`src/rtl/norm_pkg.sv`:
```
// Shared definitions for the normalizer: default widths, a clog2 helper and
// the rule that the count width must be able to hold the value DATA_W.
package norm_pkg;

    localparam int NORM_DATA_W  = 8;
    localparam int NORM_COUNT_W = 4;

    function automatic int clog2(input int value);
        int result;
        int v;
        result = 0;
        v = value - 1;
        while (v > 0) begin
            result++;
            v = v >> 1;
        end
        return result;
    endfunction

    // True when 2^cw > dw, i.e. a count of dw leading zeros fits in cw bits.
    function automatic bit count_w_fits(input int dw, input int cw);
        return (longint'(1) << cw) > longint'(dw);
    endfunction

    localparam bit NORM_DEFAULTS_OK = count_w_fits(NORM_DATA_W, NORM_COUNT_W);

endpackage

```
`src/rtl/lz_count.sv`:
```
// Combinational MSB-first leading-zero counter; an all-zero word yields DATA_W.
module lz_count
    import norm_pkg::*;
#(
    parameter int DATA_W  = NORM_DATA_W,
    parameter int COUNT_W = NORM_COUNT_W
) (
    input  logic [DATA_W-1:0]  data,
    output logic [COUNT_W-1:0] count
);

    logic found;

    // Scan from the MSB; the first 1 encountered fixes the count.
    always_comb begin
        count = COUNT_W'(DATA_W);
        found = 1'b0;
        for (int i = DATA_W - 1; i >= 0; i--) begin
            if (!found && data[i]) begin
                count = COUNT_W'(DATA_W - 1 - i);
                found = 1'b1;
            end
        end
    end

endmodule

```
`src/rtl/normalizer.sv`:
```
// Two-stage normalizer: S1 captures the word and its leading-zero count,
// S2 holds the left-shifted word, the shift amount and an all-zero flag.
module normalizer
    import norm_pkg::*;
#(
    parameter int DATA_W  = NORM_DATA_W,
    parameter int COUNT_W = NORM_COUNT_W
) (
    input  logic               clk,
    input  logic               rst,
    input  logic               in_valid,
    output logic               in_ready,
    input  logic [DATA_W-1:0]  in_data,
    output logic               out_valid,
    input  logic               out_ready,
    output logic [DATA_W-1:0]  out_data,
    output logic [COUNT_W-1:0] out_shift,
    output logic               out_zero
);

    localparam int SH_W = clog2(DATA_W);
    localparam logic [COUNT_W-1:0] LZ_ALL = COUNT_W'(DATA_W);

    if (DATA_W < 2 || !count_w_fits(DATA_W, COUNT_W)) begin : g_bad_params
        $error("normalizer: need DATA_W >= 2 and 2**COUNT_W > DATA_W");
    end

    logic [COUNT_W-1:0] lz;

    logic               s1_valid_q, s1_valid_d;
    logic [DATA_W-1:0]  s1_data_q, s1_data_d;
    logic [COUNT_W-1:0] s1_lz_q, s1_lz_d;
    logic               s2_valid_q, s2_valid_d;
    logic [DATA_W-1:0]  s2_data_q, s2_data_d;
    logic [COUNT_W-1:0] s2_shift_q, s2_shift_d;
    logic               s2_zero_q, s2_zero_d;

    logic               s1_load, s2_load;
    logic [DATA_W-1:0]  s1_shifted;

    lz_count #(
        .DATA_W  (DATA_W),
        .COUNT_W (COUNT_W)
    ) u_lz_count (
        .data  (in_data),
        .count (lz)
    );

    assign s2_load  = !s2_valid_q || out_ready;
    assign s1_load  = !s1_valid_q || s2_load;
    assign in_ready = s1_load && !rst;

    // Only the low bits of lz steer the shifter; the all-zero case is forced to 0.
    assign s1_shifted = (s1_lz_q < LZ_ALL) ? (s1_data_q << s1_lz_q[SH_W-1:0]) : '0;

    always_comb begin
        s1_valid_d = s1_valid_q;
        s1_data_d  = s1_data_q;
        s1_lz_d    = s1_lz_q;
        s2_valid_d = s2_valid_q;
        s2_data_d  = s2_data_q;
        s2_shift_d = s2_shift_q;
        s2_zero_d  = s2_zero_q;

        if (s1_load) begin
            s1_valid_d = in_valid;
            if (in_valid) begin
                s1_data_d = in_data;
                s1_lz_d   = lz;
            end
        end

        // Bubbles leave the S2 payload untouched so the last word's outputs stay put.
        if (s2_load) begin
            s2_valid_d = s1_valid_q;
            if (s1_valid_q) begin
                s2_data_d  = s1_shifted;
                s2_shift_d = s1_lz_q;
                s2_zero_d  = (s1_lz_q == LZ_ALL);
            end
        end
    end

    always_ff @(posedge clk) begin
        if (rst) begin
            s1_valid_q <= 1'b0;
            s1_data_q  <= '0;
            s1_lz_q    <= '0;
            s2_valid_q <= 1'b0;
            s2_data_q  <= '0;
            s2_shift_q <= '0;
            s2_zero_q  <= 1'b0;
        end else begin
            s1_valid_q <= s1_valid_d;
            s1_data_q  <= s1_data_d;
            s1_lz_q    <= s1_lz_d;
            s2_valid_q <= s2_valid_d;
            s2_data_q  <= s2_data_d;
            s2_shift_q <= s2_shift_d;
            s2_zero_q  <= s2_zero_d;
        end
    end

    assign out_valid = s2_valid_q;
    assign out_data  = s2_data_q;
    assign out_shift = s2_shift_q;
    assign out_zero  = s2_zero_q;

endmodule

```
`config.mk`:
```
export PLATFORM = sky130hd
export DESIGN_NAME = normalizer
export DESIGN_NICKNAME = d
export VERILOG_FILES = /design/src/rtl/norm_pkg.sv /design/src/rtl/lz_count.sv /design/src/rtl/normalizer.sv
export SDC_FILE = /design/constraint.sdc
export NUM_CORES = 1
export LEC_CHECK = 0
export ABC_CLOCK_PERIOD_IN_PS = 1930
export CAP_MARGIN = 15
export CORE_ASPECT_RATIO = 0.9
export CORE_MARGIN = 1
export CORE_UTILIZATION = 54
export CTS_CLUSTER_DIAMETER = 100
export CTS_CLUSTER_SIZE = 30
export DETAILED_ROUTE_END_ITERATION = 10
export GPL_ROUTABILITY_DRIVEN = 0
export PLACE_DENSITY = 0.83
export SLEW_MARGIN = 5
export SYNTH_ARGS = -nofsm -noshare
export SYNTH_HDL_FRONTEND = slang
export SYNTH_SLANG_ARGS = --single-unit
```
`constraint.sdc`:
```
create_clock -name clk -period 1.93 [get_ports clk]
set_input_delay 0.386 -clock clk [delete_from_list [all_inputs] [get_ports clk]]
set_output_delay 0.386 -clock clk [all_outputs]
set_load 0.02 [all_outputs]
```
==> reports/metrics.cfg, run 1 <==
[sta]
tightest_slew_ns=0.509
timing.final.hold_violations=0
fin_crit_ns=1.76
rsz0062_at_grt=false
whs_ns=0.451
setup_viol=0
slew_headroom_pct=66.0
fmax_mhz=569
final_max_slew_viol_count=0
clock_skew_ns=0.00462
min_period_over_period_pct=91.0

[logic_synthesis]
synthArstFlopShare_pct=0
synth_cells=163
synthSimpleGateAreaFrac_pct=26.8
ys_types=36
synthAdderAreaFrac_pct=0
synth_edf_count=0
synth_area_leaders=dfxtp_1 (41%), nand2_1 (11%), a21oi_1 (9.5%), mux2i_1 (4.6%), nand3_1 (3.4%)
yosysTopAreaCell=dfxtp_1
ys_warn_count=0
synthMuxAreaShare_pct=5.41
synth_area_um2=1320
ys_seq_area_share_pct=41.0
yosysTopAreaCellShare_pct=41.0
synth_seq_cells=27
synth_nets=175
syn_area_per_cell_um2=8.08
synth_xor_area_share_pct=0
synth_compound_area_share_pct=20.0
synthFlopType=dfxtp_1
synth_top_family_by_area=simple AND/OR/NAND/NOR gates

[grt]
busiest_layer=met2
grt_max_degree=28
grt.met1_usage_pct=33.8
grt_use_met3_pct=6.54
grt_remaining_overflow=0
track_usage_pct=25.5
globalRouteMet2Util_pct=41.6
grt_antenna_before_repair=0
first_global_vias=1151
grt_first_pass_wirelength_mm=5.08

[hold_path]
holdPathStages=2
hp-start=out_data[6]
holdPathEnd=out_data[6]
hold_class=register to register

[layout]
final_cells=214
areaGrowthSynthToFinish_pct=21.2
diodes=0
fin_nets=200
drive_gt1_share_pct=8.56

[clock_network]
cts_tree=built
cts_buffers=3
path_clk_slew_ns=0.14
h-tree-depth=1
cts_root_buffer=clkbuf_4
worstSkewPairLatency_ns=0.32
cts.sinks=27
clockBufferDepth=2
post_cts_buffers=0

[worst_setup_path]
cp-end-kind=output pin
crit_family=buffers and inverters
path_buf_inv=2
reg2reg_from=out_valid
crit_required_ns=1.54
cp.arrival_ns=1.37
timing.rr.end=s1_lz_q[0]
critPathMaxStageDelay_ns=0.46
worstRegToRegCells=5
path_max_fanout=2
slowest_stage=clkdlybuf4s50_1
r2r_setup_slack_ns=0.56
worstSetupStartpointType=input port
worstPathCellList=clkdlybuf4s50_1 > and2b_4 > a21oi_1 > clkbuf_2
worstSetupPathType=input port to output pin

[pwr]
power.density_nw_per_um2=635
internal_power_uw=739
pwr-share-comb_pct=17.3
clkPwrFrac_pct=23.4
vdd.ir_drop.worst_v=0.000652
p_sw_share_pct=27.1
netSwitchingPower_uw=275
seq_power_share_pct=59.3
leakage_uw=0.000550

[route]
wl_mm=2.84
drc_errors=0
via_count=1202
drt-initial-drc-count=11
viasPerCell=5.62
ant_nets=0
dr.pass1.iters=4
wl_per_cell_um=13.3

[place]
hpwl_mm=2.16
port_buffers=26
dp_cells=210

[floorplan]
die_area_um2=2640
initial_core_util_pct=58.8
die_h_um=48.9
core_region_area_um2=2240
rows=16
io_pins=27
die_width_um=54.1

[run]
maxCapViolCount=0

[outcome]
status=complete, no violations

==> cell usage after synthesis, types with 3 or more instances <==
| cell type | n |
|---|---|
| nor2_1 | 10 |
| dfxtp_1 | 27 |
| a21oi_1 | 25 |
| nand2b_1 | 5 |
| mux2i_1 | 6 |
| inv_1 | 3 |
| nand3_1 | 9 |
| nor3_1 | 3 |
| buf_4 | 4 |
| nand2_1 | 38 |
==> layout make-up <==
type,count,area (um^2)
clock buffer,4,26.3
fill,198,646
inverter,4,15.0
multi-input combinational,121,688
sequential,27,541
tap,27,33.8
timing repair buffer,31,293
==> through the flow <==
step	setup slack [ns]	TNS, ns	area [um^2]	power, uW	util (%)
after floorplan	0.415	0	1320	721	-
after global placement	-0.224	-0.224	1580	784	70.3
after detailed placement	-0.277	-0.277	1580	790	70.3
after CTS	0.0182	0	1600	1020	71.4
after global routing	0.131	0	1600	1060	71.2
final	0.174	0	1600	1010	71.2
==> power groups by stage <==
stage	Sequential, uW	Clock [uW]	Combinational [uW]
2_1_floorplan	615	0	106
3_3_place_gp	612	0	172
3_5_place_dp	614	0	176
4_1_cts	601	244	176
5_1_grt	606	263	194
6_report	601	237	176
==> repair_timing <==
| item | in CTS | in global routing |
|---|---|---|
| hold buffers | 0 | 0 |
| gates resized for setup | 2 | 1 |
| endpoints found under the setup margin | 1 | 1 |
==> worst max-delay path by stage <==
stage	slack, ns	startpoint	cells past startpoint	to
2_1_floorplan	0.41	rst	3	in_ready
3_3_place_gp	-0.22	out_ready	4	in_ready
3_5_place_dp	-0.28	out_ready	4	in_ready
4_1_cts	0.02	out_ready	4	in_ready
5_1_grt	0.13	out_ready	4	in_ready
6_report	0.17	out_ready	4	in_ready
==> flip-flops by register name, indices dropped and copies added (netlist names) <==
register / flops
out_valid: 1
out_shift: 4
out_zero: 1
s1_data_q: 8
s1_lz_q: 4
s1_valid_q: 1
out_data: 8
==> routing by layer <==
layer / routed length, um / vias up / part of all wire (%)
met5: 0 / - / 0
met4: 31 / 0 / 1.1
met3: 92 / 4 / 3.2
met2: 1350 / 20 / 47
met1: 1370 / 563 / 48
li1: - / 615 / -
==> cells by family (layout without fill, tap and decap cells) <==
logic type             count (synthesis)  count (layout)
AND/OR/NAND/NOR                       72              72
AO/OA/AOI/OAI                         42              42
flip-flops                            27              27
buffers and inverters                 15              39
multiplexers                           7               7
==> worst register-to-register path: cells and delay by family (launching register included) <==
kind	cells	cell delay, ns
simple gates	2	0.24
compound gates	2	0.55
buf+inv	1	0.16
flops	1	0.35
==> cells in the final DEF (no fill, tap or decap), types with 2 or more instances in the layout <==
cell	instances
nand2_1	38
dfxtp_1	27
a21oi_1	25
clkdlybuf4s50_1	25
nor2_1	10
nand3_1	9
mux2i_1	6
nand2b_1	5
buf_4	5
nor3_1	3
inv_1	3
clkbuf_4	3
o21ai_1	2
a32oi_1	2
o211ai_1	2
a22oi_1	2
Note: power is estimated with default switching activity, not from simulation.
==> run 2, diff against run 1 <==
--- a/config.mk
+++ b/config.mk
@@ -5,16 +5,16 @@
 export SDC_FILE = /design/constraint.sdc
 export NUM_CORES = 1
 export LEC_CHECK = 0
-export ABC_CLOCK_PERIOD_IN_PS = 1930
+export ABC_CLOCK_PERIOD_IN_PS = 1700
 export CAP_MARGIN = 15
 export CORE_ASPECT_RATIO = 0.9
 export CORE_MARGIN = 1
-export CORE_UTILIZATION = 54
+export CORE_UTILIZATION = 50
 export CTS_CLUSTER_DIAMETER = 100
 export CTS_CLUSTER_SIZE = 30
 export DETAILED_ROUTE_END_ITERATION = 10
 export GPL_ROUTABILITY_DRIVEN = 0
-export PLACE_DENSITY = 0.83
+export PLACE_DENSITY = 0.78
 export SLEW_MARGIN = 5
 export SYNTH_ARGS = -nofsm -noshare
 export SYNTH_HDL_FRONTEND = slang
==> constraint.sdc (replaced) <==
create_clock -name clk -period 1.7 [get_ports clk]
set_input_delay 0.34 -clock clk [delete_from_list [all_inputs] [get_ports clk]]
set_output_delay 0.34 -clock clk [all_outputs]
set_load 0.02 [all_outputs]
==> run 2 against run 1 <==
Effect of this change: worst setup slack worse by 0.11 ns; hold slack improved by 0.00075 ns; count of clock-buffer cells in the layout is 1 lower; largest power group unchanged.
==> reports/metrics.cfg, run 2 (same netlist as run 1, synthesis figures left out) <==
[route]
viasPerCell=5.42  ; was 5.62
wl_per_cell_um=12.3  ; was 13.3 um
wl_mm=2.69  ; was 2.84 mm
drt-initial-drc-count=31  ; was 11
dr.pass1.iters=4  ; unchanged
drc_errors=0  ; unchanged
via_count=1187  ; was 1202
ant_nets=0  ; unchanged

[sta]
fin_crit_ns=1.64
fmax_mhz=610
final_max_slew_viol_count=0  ; unchanged
finalSetupTns_ns=0  ; unchanged
min_period_over_period_pct=96.4
slew_headroom_pct=65.6  ; was 66.0%
setup_viol=0  ; unchanged
timing.final.hold_violations=0  ; unchanged
clock_skew_ns=0.00827  ; was 0.00462 ns
tightest_slew_ns=0.516  ; was 0.509 ns

[floorplan]
die_h_um=50.7  ; was 48.9 um
initial_core_util_pct=53.4  ; was 58.8%
io_pins=27  ; unchanged
die_width_um=56.1  ; was 54.1 um
die_area_um2=2840  ; was 2640 um^2
core_region_area_um2=2470  ; was 2240 um^2
rows=17  ; was 16

[worst_setup_path]
crit_family=buffers and inverters  ; unchanged
crit_required_ns=1.36  ; was 1.54 ns
timing.rr.end=s1_data_q[6]  ; was s1_lz_q[0]
reg2reg_from=out_valid  ; unchanged
path_buf_inv=1  ; was 2
cp.arrival_ns=1.30  ; was 1.37 ns
worstSetupPathType=register to output pin  ; was input port to output pin
slowest_stage=clkdlybuf4s50_1  ; unchanged
cp-end-kind=output pin  ; unchanged
critPathMaxStageDelay_ns=0.61  ; was 0.46 ns
path_max_fanout=2  ; unchanged
r2r_setup_slack_ns=0.33  ; was 0.56 ns
worstPathCellList=clkdlybuf4s50_1  ; was clkdlybuf4s50_1 > and2b_4 > a21oi_1 > clkbuf_2
worstSetupStartpointType=register  ; was input port
worstRegToRegCells=6  ; was 5

[grt]
grt_first_pass_wirelength_mm=4.39  ; was 5.08 mm
grt_max_degree=28  ; unchanged
grt_antenna_before_repair=0  ; unchanged
first_global_vias=1009  ; was 1151
grt_remaining_overflow=0  ; unchanged
track_usage_pct=19.7  ; was 25.5%

[layout]
regArea_um2=541  ; unchanged
multi_input_area_um2=688  ; unchanged
drive_gt1_share_pct=11.0  ; was 8.56%
fin_nets=204  ; was 200
mostFrequentLayoutCell=nand2_1  ; unchanged
final_cells=219  ; was 214
layout_common_cells=nand2_1 (38), dfxtp_1 (27), a21oi_1 (25), clkdlybuf4s50_1 (21), nor2_1 (10)  ; was nand2_1 (38), dfxtp_1 (27), a21oi_1 (25), clkdlybuf4s50_1 (25), nor2_1 (10)
finish.utilization_pct=66.5  ; was 71.2%
diodes=0  ; unchanged
fin_area_um2=1640  ; was 1600 um^2
fillerInstances=221  ; was 198
areaGrowthSynthToFinish_pct=24.6  ; was 21.2%

[clock_network]
path_clk_slew_ns=0.15  ; was 0.14 ns
cts_tree=built  ; unchanged
worstSkewPairLatency_ns=0.32  ; about the same
h-tree-depth=1  ; unchanged
cts_root_buffer=clkbuf_4  ; unchanged
cts_buffers=3  ; unchanged
cts.sinks=27  ; unchanged
clockBufferDepth=2  ; unchanged

[place]
hpwl_mm=2.07  ; was 2.16 mm
dp_cells=215  ; was 210
place_area_um2=1610  ; was 1580 um^2
port_buffers=26  ; unchanged

[hold_path]
hp-start=out_data[7]  ; was out_data[6]
hold_class=register to register  ; unchanged
holdPathStages=2  ; unchanged
holdPathEnd=out_data[7]  ; was out_data[6]

[outcome]
status=complete, no violations  ; unchanged

[pwr]
leakage_uw=0.000639  ; was 0.000550 uW
power.density_nw_per_um2=712  ; was 635 nW/um^2
vdd.ir_drop.worst_v=0.000548  ; was 0.000652 V
power_uw=1170  ; was 1010 uW

[run]
maxCapViolCount=0  ; unchanged

## run 2: cell types whose count changed in the layout (fill, tap and decap cells not counted), sizes merged
cell / delta
dlymetal6s2s: +4
clkdlybuf4s50: -4
clkbuf: -2
clkinvlp: +1
buf: +5
## run 2: per-layer routing
metal / vias up / global-route usage, % / wire length, um
li1: 623 / - / -
met1: 534 / 24.8 / 1280
met2: 28 / 34.3 / 1300
met3: 2 / 2.32 / 92
met4: 0 / 8.54 / 24
met5: - / 0 / 0
## run 2: layout make-up
| cell class | count | share of cell area, % |
|---|---|---|
| clock buffers | 3 | 1.37 |
| clock inverters | 1 | 0.457 |
| inverters | 4 | 0.915 |
| multi-input cells | 121 | 41.9 |
| flip-flops and latches | 27 | 32.9 |
| well taps | 28 | 2.13 |
| repair buffers | 35 | 20.3 |
## run 2: where the power goes
part           switching [uW]  total, uW  internal (uW)
Combinational             110        205           95.8
Sequential               23.9        682            658
Clock                     192        281           89.9
## run 2: through the flow
stage	hold WS, ns	setup WS [ns]
5_1_grt	0.478	-0.00260
4_1_cts	0.457	0.0275
2_1_floorplan	0.436	0.277
3_5_place_dp	0.439	-0.391
6_report	0.452	0.0611
3_3_place_gp	0.436	-0.363
## run 2: worst max-delay path by stage
stage	start	end	slack, ns	depth (start not counted)
4_1_cts	out_data[1]	out_data[1]	0.03	1
2_1_floorplan	rst	in_ready	0.28	3
3_3_place_gp	out_ready	in_ready	-0.36	4
6_report	out_shift[1]	out_shift[1]	0.06	1
3_5_place_dp	out_ready	in_ready	-0.39	4
5_1_grt	out_shift[1]	out_shift[1]	-0.003	1
## run 2: repair_timing
| action | 4_1_cts | 5_1_grt |
|---|---|---|
| hold buffers | 0 | 0 |
| gates resized for setup | 4 | 4 |
| setup buffers | 0 | 0 |
| setup endpoints to repair | 1 | 4 |
